`src/rtl/eth_wb_reg_slave_pkg.sv`:
```
// -----------------------------------------------------------------------------
// eth_wb_reg_slave_pkg
// Shared MAC register-file definitions: register byte offsets, reset values,
// packed field layouts for MODER and the interrupt vectors, and a byte-lane
// merge helper. Imported by the register slave, its interrupt controller and
// the bench.
// -----------------------------------------------------------------------------
package eth_wb_reg_slave_pkg;

    // Register byte offsets (32-bit so they compare directly against a
    // zero-extended bus address).
    localparam logic [31:0] ADR_MODER      = 32'h00;
    localparam logic [31:0] ADR_INT_SOURCE = 32'h04;
    localparam logic [31:0] ADR_INT_MASK   = 32'h08;
    localparam logic [31:0] ADR_IPGT       = 32'h0C;
    localparam logic [31:0] ADR_IPGR1      = 32'h10;
    localparam logic [31:0] ADR_IPGR2      = 32'h14;
    localparam logic [31:0] ADR_PACKETLEN  = 32'h18;
    localparam logic [31:0] ADR_COLLCONF   = 32'h1C;
    localparam logic [31:0] ADR_TX_BD_NUM  = 32'h20;
    localparam logic [31:0] ADR_CTRLMODER  = 32'h24;
    localparam logic [31:0] ADR_MIIMODER   = 32'h28;
    localparam logic [31:0] ADR_MIICOMMAND = 32'h2C;
    localparam logic [31:0] ADR_MIIADDRESS = 32'h30;
    localparam logic [31:0] ADR_MIITX_DATA = 32'h34;
    localparam logic [31:0] ADR_MIIRX_DATA = 32'h38;
    localparam logic [31:0] ADR_MIISTATUS  = 32'h3C;
    localparam logic [31:0] ADR_MAC_ADDR0  = 32'h40;
    localparam logic [31:0] ADR_MAC_ADDR1  = 32'h44;
    localparam logic [31:0] ADR_HASH0      = 32'h48;
    localparam logic [31:0] ADR_HASH1      = 32'h4C;
    localparam logic [31:0] ADR_TXCTRL     = 32'h50;
    localparam logic [31:0] ADR_LAST       = ADR_TXCTRL;

    // Reset values
    localparam logic [16:0] MODER_RST      = 17'h0A000;  // PAD | CRCEN
    localparam logic [6:0]  IPGT_RST       = 7'h12;
    localparam logic [6:0]  IPGR1_RST      = 7'h0C;
    localparam logic [6:0]  IPGR2_RST      = 7'h12;
    localparam logic [31:0] PACKETLEN_RST  = 32'h0040_0600;
    localparam logic [5:0]  COLL_MAX_RST   = 6'h0F;     // COLLCONF[21:16]
    localparam logic [5:0]  COLL_VALID_RST = 6'h3F;     // COLLCONF[5:0]
    localparam logic [7:0]  TX_BD_NUM_RST  = 8'h40;
    localparam logic [8:0]  MIIMODER_RST   = 9'h064;

    typedef struct packed {
        logic recsmall;  // 16
        logic pad;       // 15
        logic hugen;     // 14
        logic crcen;     // 13
        logic dlycrcen;  // 12
        logic rst;       // 11
        logic fulld;     // 10
        logic exdfren;   // 9
        logic nobckof;   // 8
        logic loopbck;   // 7
        logic ifg;       // 6
        logic pro;       // 5
        logic iam;       // 4
        logic bro;       // 3
        logic nopre;     // 2
        logic txen;      // 1
        logic rxen;      // 0
    } moder_t;

    typedef struct packed {
        logic rxc;   // 6
        logic txc;   // 5
        logic busy;  // 4
        logic rxe;   // 3
        logic rxb;   // 2
        logic txe;   // 1
        logic txb;   // 0
    } int_vec_t;

    typedef int_vec_t int_source_t;
    typedef int_vec_t int_mask_t;

    // Merge new write data into an old word, byte lane by byte lane.
    function automatic logic [31:0] byte_wr(input logic [31:0] old_w,
                                            input logic [31:0] new_w,
                                            input logic [3:0]  sel);
        logic [31:0] r;
        for (int b = 0; b < 4; b++)
            r[b*8 +: 8] = sel[b] ? new_w[b*8 +: 8] : old_w[b*8 +: 8];
        return r;
    endfunction

endpackage

```
`src/rtl/eth_wb_reg_slave_if.sv`:
```
// -----------------------------------------------------------------------------
// eth_wb_reg_slave_if
// Wishbone classic bus bundle between a host initiator and the MAC register
// slave.
//   adr/wdat/sel/we/stb/cyc : initiator -> slave
//   rdat/ack/err            : slave -> initiator
// -----------------------------------------------------------------------------
interface eth_wb_reg_slave_if #(
    parameter int ADR_W = 8
);
    logic [ADR_W-1:0] adr;
    logic [31:0]      wdat;
    logic [3:0]       sel;
    logic             we;
    logic             stb;
    logic             cyc;
    logic [31:0]      rdat;
    logic             ack;
    logic             err;

    modport master (output adr, wdat, sel, we, stb, cyc,
                    input  rdat, ack, err);
    modport slave  (input  adr, wdat, sel, we, stb, cyc,
                    output rdat, ack, err);
endinterface

```
`src/rtl/eth_wb_reg_slave_irq_ctrl.sv`:
```
// -----------------------------------------------------------------------------
// eth_irq_ctrl
// Interrupt source/mask registers for the MAC register file.
//   clk_i, rst_ni : clock, async active-low reset
//   event_i       : one-cycle event pulses, OR-ed into the source register
//   src_wr_i      : write-1-to-clear strobe for the source register
//   mask_wr_i     : load strobe for the mask register
//   wdat_i        : write data for either strobe
//   src_o, mask_o : current register contents (for read-back)
//   int_o         : registered OR of enabled pending sources
// -----------------------------------------------------------------------------
module eth_irq_ctrl
    import eth_wb_reg_slave_pkg::*;
(
    input  logic        clk_i,
    input  logic        rst_ni,
    input  int_vec_t    event_i,
    input  logic        src_wr_i,
    input  logic        mask_wr_i,
    input  logic [6:0]  wdat_i,
    output int_source_t src_o,
    output int_mask_t   mask_o,
    output logic        int_o
);
    logic [6:0] src_q, src_d;
    logic [6:0] mask_q, mask_d;
    logic       int_q;

    always_comb begin
        src_d  = src_q;
        mask_d = mask_q;
        if (src_wr_i)
            src_d = src_d & ~wdat_i;
        // Applied after the clear so a same-cycle event keeps its bit.
        src_d = src_d | event_i;
        if (mask_wr_i)
            mask_d = wdat_i;
    end

    always_ff @(posedge clk_i or negedge rst_ni) begin
        if (!rst_ni) begin
            src_q  <= '0;
            mask_q <= '0;
            int_q  <= 1'b0;
        end else begin
            src_q  <= src_d;
            mask_q <= mask_d;
            int_q  <= |(src_q & mask_q);
        end
    end

    assign src_o  = src_q;
    assign mask_o = mask_q;
    assign int_o  = int_q;

endmodule

```
`src/rtl/eth_wb_reg_slave.sv`:
```
// -----------------------------------------------------------------------------
// eth_wb_reg_slave
// Wishbone classic slave holding the Ethernet MAC control/status registers
// (offsets 0x00-0x50). Responses are registered: ack/err follow a request by
// one cycle and last one cycle.
//   wb_clk_i, wb_rst_ni : clock, async active-low reset
//   wb                  : Wishbone slave bus (eth_wb_reg_slave_if.slave)
//   irq_event_i         : event pulses {rxc,txc,busy,rxe,rxb,txe,txb}
//   mii_rx_data_i       : MII read data, shown at MIIRX_DATA
//   mii_status_i        : {nvalid,busy,linkfail}, shown at MIISTATUS
//   int_o               : masked interrupt request
//   moder_o ... collconf_o : configuration fields to the MAC core
//   mii_cmd_o           : {wctrldata,rstat,scanstat} one-cycle command pulses
// -----------------------------------------------------------------------------
module eth_wb_reg_slave
    import eth_wb_reg_slave_pkg::*;
#(
    parameter int          ADR_W     = 8,
    parameter logic [7:0]  TX_BD_MAX = 8'h80
) (
    input  logic                     wb_clk_i,
    input  logic                     wb_rst_ni,
    eth_wb_reg_slave_if.slave        wb,
    input  logic [6:0]               irq_event_i,
    input  logic [15:0]              mii_rx_data_i,
    input  logic [2:0]               mii_status_i,
    output logic                     int_o,
    output logic [16:0]              moder_o,
    output logic [7:0]               tx_bd_num_o,
    output logic [47:0]              mac_addr_o,
    output logic [6:0]               ipgt_o,
    output logic [31:0]              packetlen_o,
    output logic [31:0]              collconf_o,
    output logic [2:0]               mii_cmd_o
);
    moder_t      moder_q;
    logic [6:0]  ipgt_q, ipgr1_q, ipgr2_q;
    logic [31:0] packetlen_q;
    logic [5:0]  coll_max_q, coll_valid_q;
    logic [7:0]  tx_bd_num_q;
    logic [2:0]  ctrlmoder_q;
    logic [8:0]  miimoder_q;
    logic        scanstat_q;
    logic [4:0]  rgad_q, fiad_q;
    logic [15:0] miitx_q;
    logic [31:0] mac0_q;
    logic [15:0] mac1_q;
    logic [31:0] hash0_q, hash1_q;
    logic [16:0] txctrl_q;

    logic        ack_q, err_q;
    logic [31:0] rdat_q;
    logic [2:0]  mii_cmd_q;

    int_source_t int_src;
    int_mask_t   int_mask;

    logic [31:0] off;
    logic        req, mapped, wr_en, mii_busy;
    logic [31:0] rd_data, wv;

    // Word-aligned byte offset; the low two address bits are don't-care.
    assign off      = 32'(wb.adr[ADR_W-1:0]) & ~32'h3;
    assign mapped   = (off <= ADR_LAST);
    // No new request while a response is on the bus: a held strobe gets one
    // response every other cycle.
    assign req      = wb.cyc & wb.stb & ~(ack_q | err_q);
    assign wr_en    = req & wb.we & mapped;
    assign mii_busy = mii_status_i[1];

    // Current register image; also the base for byte-lane write merging, so
    // unimplemented bits never pick up written data.
    always_comb begin
        rd_data = '0;
        case (off)
            ADR_MODER:      rd_data = {15'b0, moder_q};
            ADR_INT_SOURCE: rd_data = {25'b0, int_src};
            ADR_INT_MASK:   rd_data = {25'b0, int_mask};
            ADR_IPGT:       rd_data = {25'b0, ipgt_q};
            ADR_IPGR1:      rd_data = {25'b0, ipgr1_q};
            ADR_IPGR2:      rd_data = {25'b0, ipgr2_q};
            ADR_PACKETLEN:  rd_data = packetlen_q;
            ADR_COLLCONF:   rd_data = {10'b0, coll_max_q, 10'b0, coll_valid_q};
            ADR_TX_BD_NUM:  rd_data = {24'b0, tx_bd_num_q};
            ADR_CTRLMODER:  rd_data = {29'b0, ctrlmoder_q};
            ADR_MIIMODER:   rd_data = {23'b0, miimoder_q};
            ADR_MIICOMMAND: rd_data = {31'b0, scanstat_q};
            ADR_MIIADDRESS: rd_data = {19'b0, rgad_q, 3'b0, fiad_q};
            ADR_MIITX_DATA: rd_data = {16'b0, miitx_q};
            ADR_MIIRX_DATA: rd_data = {16'b0, mii_rx_data_i};
            ADR_MIISTATUS:  rd_data = {29'b0, mii_status_i};
            ADR_MAC_ADDR0:  rd_data = mac0_q;
            ADR_MAC_ADDR1:  rd_data = {16'b0, mac1_q};
            ADR_HASH0:      rd_data = hash0_q;
            ADR_HASH1:      rd_data = hash1_q;
            ADR_TXCTRL:     rd_data = {15'b0, txctrl_q};
            default:        rd_data = '0;
        endcase
    end

    assign wv = byte_wr(rd_data, wb.wdat, wb.sel);

    always_ff @(posedge wb_clk_i or negedge wb_rst_ni) begin
        if (!wb_rst_ni) begin
            moder_q      <= MODER_RST;
            ipgt_q       <= IPGT_RST;
            ipgr1_q      <= IPGR1_RST;
            ipgr2_q      <= IPGR2_RST;
            packetlen_q  <= PACKETLEN_RST;
            coll_max_q   <= COLL_MAX_RST;
            coll_valid_q <= COLL_VALID_RST;
            tx_bd_num_q  <= TX_BD_NUM_RST;
            ctrlmoder_q  <= '0;
            miimoder_q   <= MIIMODER_RST;
            scanstat_q   <= 1'b0;
            rgad_q       <= '0;
            fiad_q       <= '0;
            miitx_q      <= '0;
            mac0_q       <= '0;
            mac1_q       <= '0;
            hash0_q      <= '0;
            hash1_q      <= '0;
            txctrl_q     <= '0;
        end else if (wr_en) begin
            case (off)
                ADR_MODER:      moder_q     <= wv[16:0];
                ADR_IPGT:       ipgt_q      <= wv[6:0];
                ADR_IPGR1:      ipgr1_q     <= wv[6:0];
                ADR_IPGR2:      ipgr2_q     <= wv[6:0];
                ADR_PACKETLEN:  packetlen_q <= wv;
                ADR_COLLCONF: begin
                    coll_max_q   <= wv[21:16];
                    coll_valid_q <= wv[5:0];
                end
                // Out-of-range descriptor counts are acked but dropped.
                ADR_TX_BD_NUM:  if (wv[7:0] <= TX_BD_MAX) tx_bd_num_q <= wv[7:0];
                ADR_CTRLMODER:  ctrlmoder_q <= wv[2:0];
                ADR_MIIMODER:   miimoder_q  <= wv[8:0];
                ADR_MIICOMMAND: if (!mii_busy && wb.sel[0]) scanstat_q <= wb.wdat[0];
                ADR_MIIADDRESS: begin
                    rgad_q <= wv[12:8];
                    fiad_q <= wv[4:0];
                end
                ADR_MIITX_DATA: miitx_q  <= wv[15:0];
                ADR_MAC_ADDR0:  mac0_q   <= wv;
                ADR_MAC_ADDR1:  mac1_q   <= wv[15:0];
                ADR_HASH0:      hash0_q  <= wv;
                ADR_HASH1:      hash1_q  <= wv;
                ADR_TXCTRL:     txctrl_q <= wv[16:0];
                default: ;  // INT_* live in eth_irq_ctrl; MIIRX/MIISTATUS are read-only
            endcase
        end
    end

    // Response path: one-cycle ack/err, read data only alongside a read ack.
    always_ff @(posedge wb_clk_i or negedge wb_rst_ni) begin
        if (!wb_rst_ni) begin
            ack_q     <= 1'b0;
            err_q     <= 1'b0;
            rdat_q    <= '0;
            mii_cmd_q <= '0;
        end else begin
            ack_q     <= req & mapped;
            err_q     <= req & ~mapped;
            rdat_q    <= (req && mapped && !wb.we) ? rd_data : '0;
            // Command bits come from the raw write data, not the merged word,
            // so a stored scanstat never re-fires on an unrelated write.
            mii_cmd_q <= (wr_en && off == ADR_MIICOMMAND && !mii_busy)
                         ? (wb.wdat[2:0] & {3{wb.sel[0]}}) : 3'b000;
        end
    end

    eth_irq_ctrl u_irq (
        .clk_i     (wb_clk_i),
        .rst_ni    (wb_rst_ni),
        .event_i   (irq_event_i),
        .src_wr_i  (wr_en && off == ADR_INT_SOURCE && wb.sel[0]),
        .mask_wr_i (wr_en && off == ADR_INT_MASK && wb.sel[0]),
        .wdat_i    (wb.wdat[6:0]),
        .src_o     (int_src),
        .mask_o    (int_mask),
        .int_o     (int_o)
    );

    assign wb.ack      = ack_q;
    assign wb.err      = err_q;
    assign wb.rdat     = rdat_q;
    assign mii_cmd_o   = mii_cmd_q;
    assign moder_o     = moder_q;
    assign tx_bd_num_o = tx_bd_num_q;
    assign mac_addr_o  = {mac1_q, mac0_q};
    assign ipgt_o      = ipgt_q;
    assign packetlen_o = packetlen_q;
    assign collconf_o  = {10'b0, coll_max_q, 10'b0, coll_valid_q};

endmodule
```
`src/flat_wrapper.sv`:
```
// flat-port wrapper written by rule: the top's interface ports become plain ports
module eth_wb_reg_slave_flat import eth_wb_reg_slave_pkg::*;
#(
    parameter int          ADR_W     = 8,
    parameter logic [7:0]  TX_BD_MAX = 8'h80
)
  (wb_clk_i, wb_rst_ni, irq_event_i, mii_rx_data_i, mii_status_i, int_o, moder_o, tx_bd_num_o, mac_addr_o, ipgt_o, packetlen_o, collconf_o, mii_cmd_o, wb_adr, wb_wdat, wb_sel, wb_we, wb_stb, wb_cyc, wb_rdat, wb_ack, wb_err);
  eth_wb_reg_slave_if #(.ADR_W(ADR_W)) wb_i ();
  input  logic wb_clk_i;
  input  logic wb_rst_ni;
  input  logic [6:0] irq_event_i;
  input  logic [15:0] mii_rx_data_i;
  input  logic [2:0] mii_status_i;
  output logic int_o;
  output logic [16:0] moder_o;
  output logic [7:0] tx_bd_num_o;
  output logic [47:0] mac_addr_o;
  output logic [6:0] ipgt_o;
  output logic [31:0] packetlen_o;
  output logic [31:0] collconf_o;
  output logic [2:0] mii_cmd_o;
  input wire logic [$bits(wb_i.adr)-1:0] wb_adr;
  input wire logic [$bits(wb_i.wdat)-1:0] wb_wdat;
  input wire logic [$bits(wb_i.sel)-1:0] wb_sel;
  input wire logic [$bits(wb_i.we)-1:0] wb_we;
  input wire logic [$bits(wb_i.stb)-1:0] wb_stb;
  input wire logic [$bits(wb_i.cyc)-1:0] wb_cyc;
  output wire logic [$bits(wb_i.rdat)-1:0] wb_rdat;
  output wire logic [$bits(wb_i.ack)-1:0] wb_ack;
  output wire logic [$bits(wb_i.err)-1:0] wb_err;
  assign wb_i.adr = wb_adr;
  assign wb_i.wdat = wb_wdat;
  assign wb_i.sel = wb_sel;
  assign wb_i.we = wb_we;
  assign wb_i.stb = wb_stb;
  assign wb_i.cyc = wb_cyc;
  assign wb_rdat = wb_i.rdat;
  assign wb_ack = wb_i.ack;
  assign wb_err = wb_i.err;
  eth_wb_reg_slave #(.ADR_W(ADR_W), .TX_BD_MAX(TX_BD_MAX)) u_core (.wb_clk_i(wb_clk_i), .wb_rst_ni(wb_rst_ni), .wb(wb_i), .irq_event_i(irq_event_i), .mii_rx_data_i(mii_rx_data_i), .mii_status_i(mii_status_i), .int_o(int_o), .moder_o(moder_o), .tx_bd_num_o(tx_bd_num_o), .mac_addr_o(mac_addr_o), .ipgt_o(ipgt_o), .packetlen_o(packetlen_o), .collconf_o(collconf_o), .mii_cmd_o(mii_cmd_o));
endmodule
```
`config.mk`:
```
export PLATFORM = sky130hd
export DESIGN_NAME = eth_wb_reg_slave_flat
export DESIGN_NICKNAME = d
export VERILOG_FILES = /design/src/rtl/eth_wb_reg_slave_pkg.sv /design/src/rtl/eth_wb_reg_slave_if.sv /design/src/rtl/eth_wb_reg_slave_irq_ctrl.sv /design/src/rtl/eth_wb_reg_slave.sv /design/src/flat_wrapper.sv
export SDC_FILE = /design/constraint.sdc
export NUM_CORES = 1
export LEC_CHECK = 0
export ABC_AREA = 0
export CAP_MARGIN = 20
export CORE_MARGIN = 4
export CORE_UTILIZATION = 50
export CTS_CLUSTER_DIAMETER = 80
export DETAILED_ROUTE_END_ITERATION = 8
export GPL_ROUTABILITY_DRIVEN = 0
export GPL_TIMING_DRIVEN = 0
export PLACE_DENSITY = 0.79
export SETUP_SLACK_MARGIN = 0.2
export SYNTH_ARGS = -nofsm -noshare
export SYNTH_HDL_FRONTEND = slang
export SYNTH_HIERARCHICAL = 1
export SYNTH_SLANG_ARGS = --single-unit
```
`constraint.sdc`:
```
create_clock -name wb_clk_i -period 3.51 [get_ports wb_clk_i]
set_input_delay 0.5265 -clock wb_clk_i [delete_from_list [all_inputs] [get_ports wb_clk_i]]
set_output_delay 0.5265 -clock wb_clk_i [all_outputs]
set_load 0.03 [all_outputs]
```
==> impl_metrics.ini, run 1 <==
[sta]
fin_skew_ns = 0.0116
drv_slew = 0
min_period_ns = 3.34
rsz0062_at_grt = yes
setup_slack_ns = 0.173
tightest_slew_ns = 1.31
setup_viol = 0
period_share_pct = 95.1
fmax_mhz = 300
hold_viol = 0
maxSlewHeadroom_pct = 11.9

[route]
drtIter0Drc = 1903
drcViolationCount = 0
num_vias = 12500
via_per_inst = 6.26
drtAntennaViolNets = 0
totalWireLength_um = 48900
wl_per_cell_um = 24.5
dr.pass1.iters = 9

[floorplanning]
chipHeight_um = 175
dieArea_sq_mm = 0.0306
rows = 60
die_x_um = 175
start_util_pct = 51.2
core_area_sq_mm = 0.0272
ioPinCount = 257

[synthesis]
synth_fa_ha_area_share_pct = 0
synth-compound-area-share_pct = 14.9
yosysSeqAreaShare_pct = 55.9
synth_top_flop_cell = dfrtp_1
syn_area_sq_mm = 0.0139
synth_top_family_by_area = compound AO/OA/AOI/OAI gates
synth-edff-count = 0
yosys_register_bits = 310
syn_avg_cell_area_sq_um = 10.7
synth_simple_gate_area_share_pct = 11.7
synth_cell_types = 69
yosysWarnings = 6
synth_top_cell_by_area = dfrtp_1
synth_top_area_share_pct = 51.2
postSynth.asyncResetShare_pct = 100
synth_xor_area_share_pct = 0
muxShareOfSynthArea_pct = 12.8
netlist_instances = 1304
yosys-top-cells-area = dfrtp_1 (51%), o21ai_0 (7.9%), nand2_1 (6.4%)

[power_and_ir_drop]
leakage_nw = 7.85
finalPower_mw = 7.45
pwr-share-comb_pct = 8.4
p_sw_share_pct = 24.0
power.density_mw_per_mm2 = 411
p_seq_share_pct = 48.9
p_sw_mw = 1.79
vdd_drop_max_v = 0.000325
clkPwrFrac_pct = 42.7
p_int_mw = 5.66

[global_route]
grt_pass1_vias = 12200
grt_pass1_wl_um = 73500
antenna_found_initial = 2
grt-ovfl-total = 0
track_usage_pct = 30.8
grt_max_degree = 124

[finish]
drive_above_1_share_pct = 16.9
fill_cells = 2057
regArea_sq_mm = 0.00779
nNetsFinal = 1677
multi_input_area_sq_mm = 0.00568
syn2layout_area_growth_pct = 30.1
final_util_pct = 66.6

[critical_path]
cp-end-kind = flip-flop
path_class = primary input to flip-flop
cp_common_cell = o21ai_0
max_stage_delay_ns = 0.55
required_ns = 3.93
crit_chain = clkdlybuf4s50_1 > buf_4 > nor2b_1 > clkbuf_1 > a22o_1 > a221oi_1 > nand4_1 > o21ai_0 > clkbuf_2 > o21ai_0
slowest_stage = clkdlybuf4s50_1
crit_family = buffers and inverters
critPathArrivalTime_ns = 3.76
crit_fanout = 10
critPathLaunchType = primary input
cp_num_buf_inv = 4

[job]
cap_violations = 0

[clocking]
clk_latency_ns = 0.56
clockRootBuffer = clkbuf_16
clkTransAtPathRegs_ns = 0.06
htreeDepth = 1
clock-sinks = 310
cts_tree = built
cts_buffers = 31
clock_path_buffers = 3

[place]
io_buffers = 229
hpwlAfterDp_um = 33900
dpl_worst_slack_ns = -1.36

[worst_hold_path]
hp-class = flip-flop to flip-flop

[status]
status = complete, no violations
metrics by stage:
step / setup TNS [ns] / hold slack, ns / cell area, sq um / instances
after global routing: 0 / 0.500 / 18100 / 1999
final: 0 / 0.483 / 18100 / 1999
after CTS: 0 / 0.481 / 17900 / 1987
after detailed placement: -240.26 / 0.468 / 16800 / 1927
after global placement: -3560.97 / 0.457 / 16800 / 1924
after floorplan: 0 / 0.231 / 14000 / 1323
synth_stat cells, types with 3 or more instances:
cell type and n:
a222oi_1 7, a21oi_1 20, nor3_1 7, buf_2 15, inv_1 28, dfstp_2 25, nand3b_1 4, a22o_1 8
o21ai_0 219, nand2_1 238, nand4_1 4, a21o_1 8, mux2_4 7, a31o_1 6, or4b_2 3, buf_4 22
nand3_1 13, a221oi_1 13, clkbuf_1 71, a32oi_1 5, buf_1 5, mux2_2 69, dfrtp_1 285, and4_1 3
or4_1 6, nor2b_1 9, a22oi_1 30, mux2i_1 46, o2bb2ai_1 5, nand2b_1 4, nor2_1 48, a31oi_1 3
a211oi_1 3, mux4_2 19
logic make-up after synthesis:
| group | after synthesis |
|---|---|
| AO/OA/AOI/OAI | 345 |
| buffers and inverters | 143 |
| flip-flops | 310 |
| multiplexers | 142 |
| other | 1 |
| AND/OR/NAND/NOR | 363 |
final timing paths:
| kind | from | slack [ns] | cells past startpoint | endpoint |
|---|---|---|---|---|
| max | wb_adr[3] | 0.17 | 10 | u_core/miitx_q[0] |
| min | u_core/hash0_q[28] | 0.48 | 2 | u_core/hash0_q[28] |
| max reg2reg | u_core/wb.err | 0.35 | 8 | u_core/hash0_q[29] |
| min reg2reg | u_core/hash0_q[28] | 0.48 | 2 | u_core/hash0_q[28] |
| max in group asynchronous | wb_rst_ni | 1.55 | 4 | u_core/mac1_q[12] |
| min in group asynchronous | wb_rst_ni | 0.52 | 2 | u_core/wb.rdat[29] |
final cells by class:
type                       count  share of cell area (%)
antenna                        1                  0.0138
clock inverter                10                   0.428
tap                          372                    2.57
timing repair buffer         245                    13.6
inverter                      28                   0.580
sequential                   310                    43.0
multi-input combinational    871                    31.4
clock buffer                  47                    4.95
buffer                       115                    3.44
per-layer routing:
layer  routed length [um]  GRT usage [%]  up-vias
met5                   13              0        -
met4                 2610           13.8        2
met3                 6000           8.89      219
met2                21900           47.4      971
met1                18400           41.0     6145
li1                     -              -     5176
cell usage in the layout (no fill, tap or decap), drive strengths merged, types with 9 or more instances in the layout:
master,synthesis,final
clkdlybuf4s50,0,225
nor2,49,50
inv,28,28
nand3,13,13
mux2,76,76
mux2i,47,47
nand2,238,238
nor2b,9,9
a22oi,30,30
conb,1,20
buf,44,59
dfstp,25,25
a221oi,13,13
dfrtp,285,285
o21ai,220,220
mux4,19,19
a21oi,20,20
clkbuf,71,119
state kept, by name (all words and copies together), names as in the netlist, 3 cells and up:
signal	cells
u_core/coll_max_q	6
u_core/coll_valid_q	6
u_core/ctrlmoder_q	3
u_core/fiad_q	5
u_core/hash0_q	32
u_core/hash1_q	32
u_core/ipgr1_q	7
u_core/ipgr2_q	7
u_core/ipgt_o	7
u_core/mac0_q	32
u_core/mac1_q	16
u_core/mii_cmd_o	3
u_core/miimoder_q	9
u_core/miitx_q	16
u_core/moder_o	17
u_core/packetlen_o	32
u_core/rgad_q	5
u_core/tx_bd_num_o	8
u_core/txctrl_q	17
u_core/u_irq/mask_o	7
u_core/u_irq/src_o	7
u_core/wb.rdat	32
timing repair:
item                       4_1_cts  5_1_grt
buffers inserted                 2       10
cloned                           0        1
setup endpoints to repair      283      192
hold endpoints to repair        62        0
hold buffers                     1        0
pin swaps                        4        5
gates resized for setup         39       39
power groups by stage:
| stage | registers [mW] | logic, mW | clock network (mW) |
|---|---|---|---|
| final | 3.64 | 0.623 | 3.18 |
| after detailed placement | 3.71 | 0.582 | 0 |
| after CTS | 3.64 | 0.598 | 3.20 |
| after global placement | 3.71 | 0.566 | 0 |
| after floorplan | 3.73 | 0.242 | 0 |
| after global routing | 3.64 | 0.656 | 3.38 |
tightest hold or removal path: cells and delay by family (launching register included):
kind	cells	cell delay, ns
and+or+nand+nor	1	0.05
AOI/OAI and AO/OA	1	0.06
DFF	1	0.34
Power figures use the tool's default switching activity.
==> inputs of run 2 (changes only) <==
--- a/config.mk
+++ b/config.mk
@@ -10,11 +10,12 @@
 export CORE_MARGIN = 4
 export CORE_UTILIZATION = 50
 export CTS_CLUSTER_DIAMETER = 80
+export CTS_CLUSTER_SIZE = 10
 export DETAILED_ROUTE_END_ITERATION = 8
-export GPL_ROUTABILITY_DRIVEN = 0
 export GPL_TIMING_DRIVEN = 0
 export PLACE_DENSITY = 0.79
 export SETUP_SLACK_MARGIN = 0.2
+export SLEW_MARGIN = 15
 export SYNTH_ARGS = -nofsm -noshare
 export SYNTH_HDL_FRONTEND = slang
 export SYNTH_HIERARCHICAL = 1
==> run 2 against run 1 <==
Compared with the run above: first-iteration DRC count down 21%; core utilization up 0.23 points; final cell count about the same; sequential power about the same; clock power up 6.6%; clock skew up 0.021 ns.
==> impl_metrics.ini, run 2 (synthesis gave the netlist of run 1 again) <==
[status]
status = complete, no violations

[critical_path]
required_ns = 3.88
critPathLaunchType = primary input
cp-end-kind = flip-flop
path_class = primary input to flip-flop
ff2ff_setup_slack_ns = 0.43
crit_fanout = 10
crit_path_start = wb_adr[3]
rr_startpoint = u_core/wb.err
reg2regPathDepth = 7
critPathArrivalTime_ns = 3.68
endpoint = u_core/txctrl_q[13]
r2r-end = u_core/coll_valid_q[2]

[sta]
fin_setup_tns_ns = 0
tightest_slew_ns = 1.03
fmax_mhz = 302
fin_skew_ns = 0.0326
setup_viol = 0
min_period_ns = 3.31
drv_slew = 0
period_share_pct = 94.3
hold_viol = 0
whs_ns = 0.0355
maxSlewHeadroom_pct = 30.4
rsz0062_at_grt = yes

[global_route]
grtUsageMet2_pct = 49.9
track_usage_pct = 32.2
grt_pass1_wl_um = 75400
grt_pass1_vias = 12400
grt-ovfl-total = 0
grt_max_degree = 111
antenna_found_initial = 1
top_usage_layer = met2
met1_usage_pct = 43.8
use_met3_pct = 8.46

[route]
totalWireLength_um = 50100
wl_per_cell_um = 25.0
num_vias = 12500
via_per_inst = 6.23
drcViolationCount = 0
dr.pass1.iters = 9
drtAntennaViolNets = 0
drtIter0Drc = 1500

[finish]
drive_above_1_share_pct = 16.6
final_common_cell = dfrtp_1
nNetsFinal = 1680
final_cell_mix = dfrtp_1 (285), nand2_1 (237), clkdlybuf4s50_1 (225)
diodes = 0
final_util_pct = 66.9
syn2layout_area_growth_pct = 30.5
fin_area_sq_mm = 0.0182
fill_cells = 2157

[floorplanning]
core_area_sq_mm = 0.0272
ioPinCount = 257
chipHeight_um = 175
dieArea_sq_mm = 0.0306
die_x_um = 175
rows = 60
start_util_pct = 51.2

[power_and_ir_drop]
leakage_nw = 7.85
power.density_mw_per_mm2 = 421
vdd_drop_max_v = 0.000313

[clocking]
clk_latency_ns = 0.54
htreeDepth = 2
cts_tree = built
clock_path_buffers = 3
clkTransAtPathRegs_ns = 0.06
cts_hold_buf = 0
clock-sinks = 310
clockRootBuffer = clkbuf_16
cts_buffers = 36

[job]
cap_violations = 0

[place]
globalplace.congestion = 1.01
io_buffers = 229
hpwlAfterDp_um = 35000
placed_area_sq_mm = 0.0168

[worst_hold_path]
hp-class = primary input to async pin
[run 2: per-layer routing]
metal | part of all wire [%] | vias up | wire, um
met3 | 11 | 163 | 5590
met5 | 0.036 | - | 18
met4 | 4.6 | 2 | 2290
li1 | - | 5196 | -
met2 | 45 | 838 | 22800
met1 | 39 | 6259 | 19400
[run 2: cell type report]
cell class,count,area (sq um),area share (%)
flip-flops and latches,310,7790,42.9
clock inverters,3,45.0,0.248
clock buffers,58,983,5.41
plain buffers,115,637,3.50
repair buffers,244,2460,13.5
inverters,28,105,0.578
multi-input cells,870,5690,31.3
well taps,372,465,2.56
[run 2: metrics by stage]
step	power (mW)	setup WS, ns	std cells
floorplan	3.97	0.472	1323
global placement	4.28	-11.07	1924
detailed placement	4.29	-1.49	1927
CTS	7.67	0.193	1994
global route	7.89	0.150	2000
finish	7.66	0.200	2000
[run 2: worst min-delay path by stage]
stage	from	end	slack [ns]	cells after the start
2_1_floorplan	wb_rst_ni	u_core/coll_max_q[4]	0.23	0
3_3_place_gp	u_core/hash1_q[0]	u_core/hash1_q[0]	0.46	2
3_5_place_dp	u_core/hash0_q[0]	u_core/hash0_q[0]	0.47	2
4_1_cts	wb_rst_ni	u_core/moder_o[6]	0.07	1
5_1_grt	wb_rst_ni	u_core/moder_o[6]	0.10	1
6_report	wb_rst_ni	u_core/wb.rdat[28]	0.04	1
[run 2: worst max-delay path, cell delays in order]
cell             delay, ns
clkdlybuf4s50_1       0.51
or3b_1                0.50
nor4b_4               0.41
clkbuf_2              0.42
nand3_1               0.15
clkbuf_1              0.43
clkbuf_1              0.44
nand2_1               0.17
o21ai_0               0.11
[run 2: report_power, final]
group / internal [mW] / total, mW / switching, mW
Clock: 1.93 / 3.39 / 1.46
Sequential: 3.62 / 3.64 / 0.0288
Combinational: 0.226 / 0.628 / 0.401
Total: 5.77 / 7.66 / 1.89
[run 2: what timing repair did]
item | in CTS | in global routing
buffers inserted | 6 | 4
pin swaps | 5 | 2
resized for setup | 46 | 42
endpoints found under the setup margin | 288 | 159
==> inputs of run 3 (changes only) <==
--- a/config.mk
+++ b/config.mk
@@ -20,3 +20,4 @@
 export SYNTH_HDL_FRONTEND = slang
 export SYNTH_HIERARCHICAL = 1
 export SYNTH_SLANG_ARGS = --single-unit
+export TNS_END_PERCENT = 1
==> run 3 against run 2 <==
Compared with the run above: first-iteration DRC count up 4.6%; sequential share of layout area up 0.29 points; via count down 0.72%; global-route usage about the same; hold slack better by 0.0019 ns; register-to-register slack worse by 0.26 ns; critical path type unchanged; largest power group unchanged; highest routed layer is now met4.
==> impl_metrics.ini, run 3 (synthesis gave the netlist of run 1 again) <==
[status]
status = complete, no violations

[critical_path]
crit_family = buffers and inverters
reg2regPathDepth = 8
path_class = primary input to flip-flop
crit_chain = clkdlybuf4s50_1 > or3b_1 > nor4b_4 > clkbuf_2 > nand3_1 > clkbuf_1 > clkbuf_1 > nand2_1 > o21ai_0
slowest_stage = nor4b_4
cp_num_buf_inv = 4
cp_common_cell = clkbuf_1
critPathArrivalTime_ns = 3.83
r2r-end = u_core/coll_valid_q[5]
max_stage_delay_ns = 0.54
crit_fanout = 10
ff2ff_setup_slack_ns = 0.17
cp-end-kind = flip-flop
rr_startpoint = u_core/wb.err
critPathLaunchType = primary input
required_ns = 3.88

[place]
io_buffers = 229
hpwlAfterDp_um = 35000
globalplace.congestion = 1.01

[clocking]
clockRootBuffer = clkbuf_16
cts_tree = built
htreeDepth = 2
clock-sinks = 310
cts_buffers = 36
clk_latency_ns = 0.53
clkTransAtPathRegs_ns = 0.06
clock_path_buffers = 3

[route]
via_per_inst = 6.21
drtIter0Drc = 1569
num_vias = 12400
wl_per_cell_um = 25.0
dr.pass1.iters = 6
totalWireLength_um = 49900
drtAntennaViolNets = 0
drcViolationCount = 0

[power_and_ir_drop]
finalPower_mw = 7.65
leakage_nw = 7.80
power.density_mw_per_mm2 = 424
vdd_drop_max_v = 0.000319

[sta]
fin_skew_ns = 0.0301
maxSlewHeadroom_pct = 29.7
whs_ns = 0.0375
min_period_ns = 3.47
fin_setup_tns_ns = 0
period_share_pct = 98.7
setup_viol = 0
drv_slew = 0
rsz0062_at_grt = yes
hold_viol = 0
fmax_mhz = 289
tightest_slew_ns = 1.04

[floorplanning]
ioPinCount = 257
dieArea_sq_mm = 0.0306
rows = 60
chipHeight_um = 175
die_x_um = 175
core_area_sq_mm = 0.0272
start_util_pct = 51.2

[finish]
multi_input_area_sq_mm = 0.00565
diodes = 0
final_cell_mix = dfrtp_1 (285), nand2_1 (238), clkdlybuf4s50_1 (225)
nNetsFinal = 1673
drive_above_1_share_pct = 15.7
regArea_sq_mm = 0.00779
final_common_cell = dfrtp_1
syn2layout_area_growth_pct = 29.6
fill_cells = 2168

[global_route]
grt-ovfl-total = 0
grt_pass1_wl_um = 75300
grt_max_degree = 111
grt_pass1_vias = 12300
antenna_found_initial = 0
track_usage_pct = 32.1

[job]
cap_violations = 0

[worst_hold_path]
hp-class = primary input to async pin
run 3: worst max path at each step:
stage                          from                     to  slack [ns]  cells after the start
after floorplan           wb_adr[2]  u_core/tx_bd_num_o[3]        0.47                     10
after global placement    wb_rst_ni     u_core/moder_o[12]      -11.07                      1
after detailed placement  wb_adr[5]       u_core/mac1_q[6]       -1.49                     11
after CTS                 wb_adr[3]  u_core/tx_bd_num_o[0]        0.07                     11
after global routing         wb_stb      u_core/miitx_q[5]        0.06                      9
final                     wb_adr[3]    u_core/txctrl_q[13]        0.04                      9
run 3: power breakdown:
part | switching, mW | internal, mW
logic | 0.399 | 0.220
registers | 0.0285 | 3.62
clock network | 1.46 | 1.93
run 3: per-layer routing:
layer,global-route usage (%),part of all wire (%)
met5,0,0
met4,12.7,4.4
met1,43.7,39
met2,49.7,46
met3,8.57,11
run 3: layout make-up:
type                       count  share of cell area [%]
timing repair buffer         237                    13.3
tap                          372                    2.58
sequential                   310                    43.2
clock inverter                 3                   0.250
multi-input combinational    870                    31.3
clock buffer                  58                    5.45
buffer                       115                    3.42
inverter                      28                   0.582
run 3: timing repair:
action                     in CTS  in global routing
buffers inserted                2                  2
hold buffers                    0                  0
pin swaps                       2                  3
resized for setup              38                 28
setup endpoints to repair     288                209
run 3: worst register-to-register path, cell delays in order, from the launching register on:
cell and delay, ns:
dfrtp_1 0.37, nor4bb_1 0.65, nand3_1 0.28, nor2_4 0.43, clkbuf_2 0.41, nand2_1 0.34
clkbuf_1 0.46, nand2_1 0.17, o21ai_0 0.11
run 3: through the flow:
stage / utilization [%] / area (sq um) / instances / worst slack (ns)
floorplan: - / 14000 / 1323 / 0.472
global placement: 61.6 / 16800 / 1924 / -11.07
detailed placement: 61.9 / 16800 / 1927 / -1.49
CTS: 66.1 / 18000 / 1990 / 0.0705
global route: 66.4 / 18000 / 1993 / 0.0582
finish: 66.4 / 18000 / 1993 / 0.0445
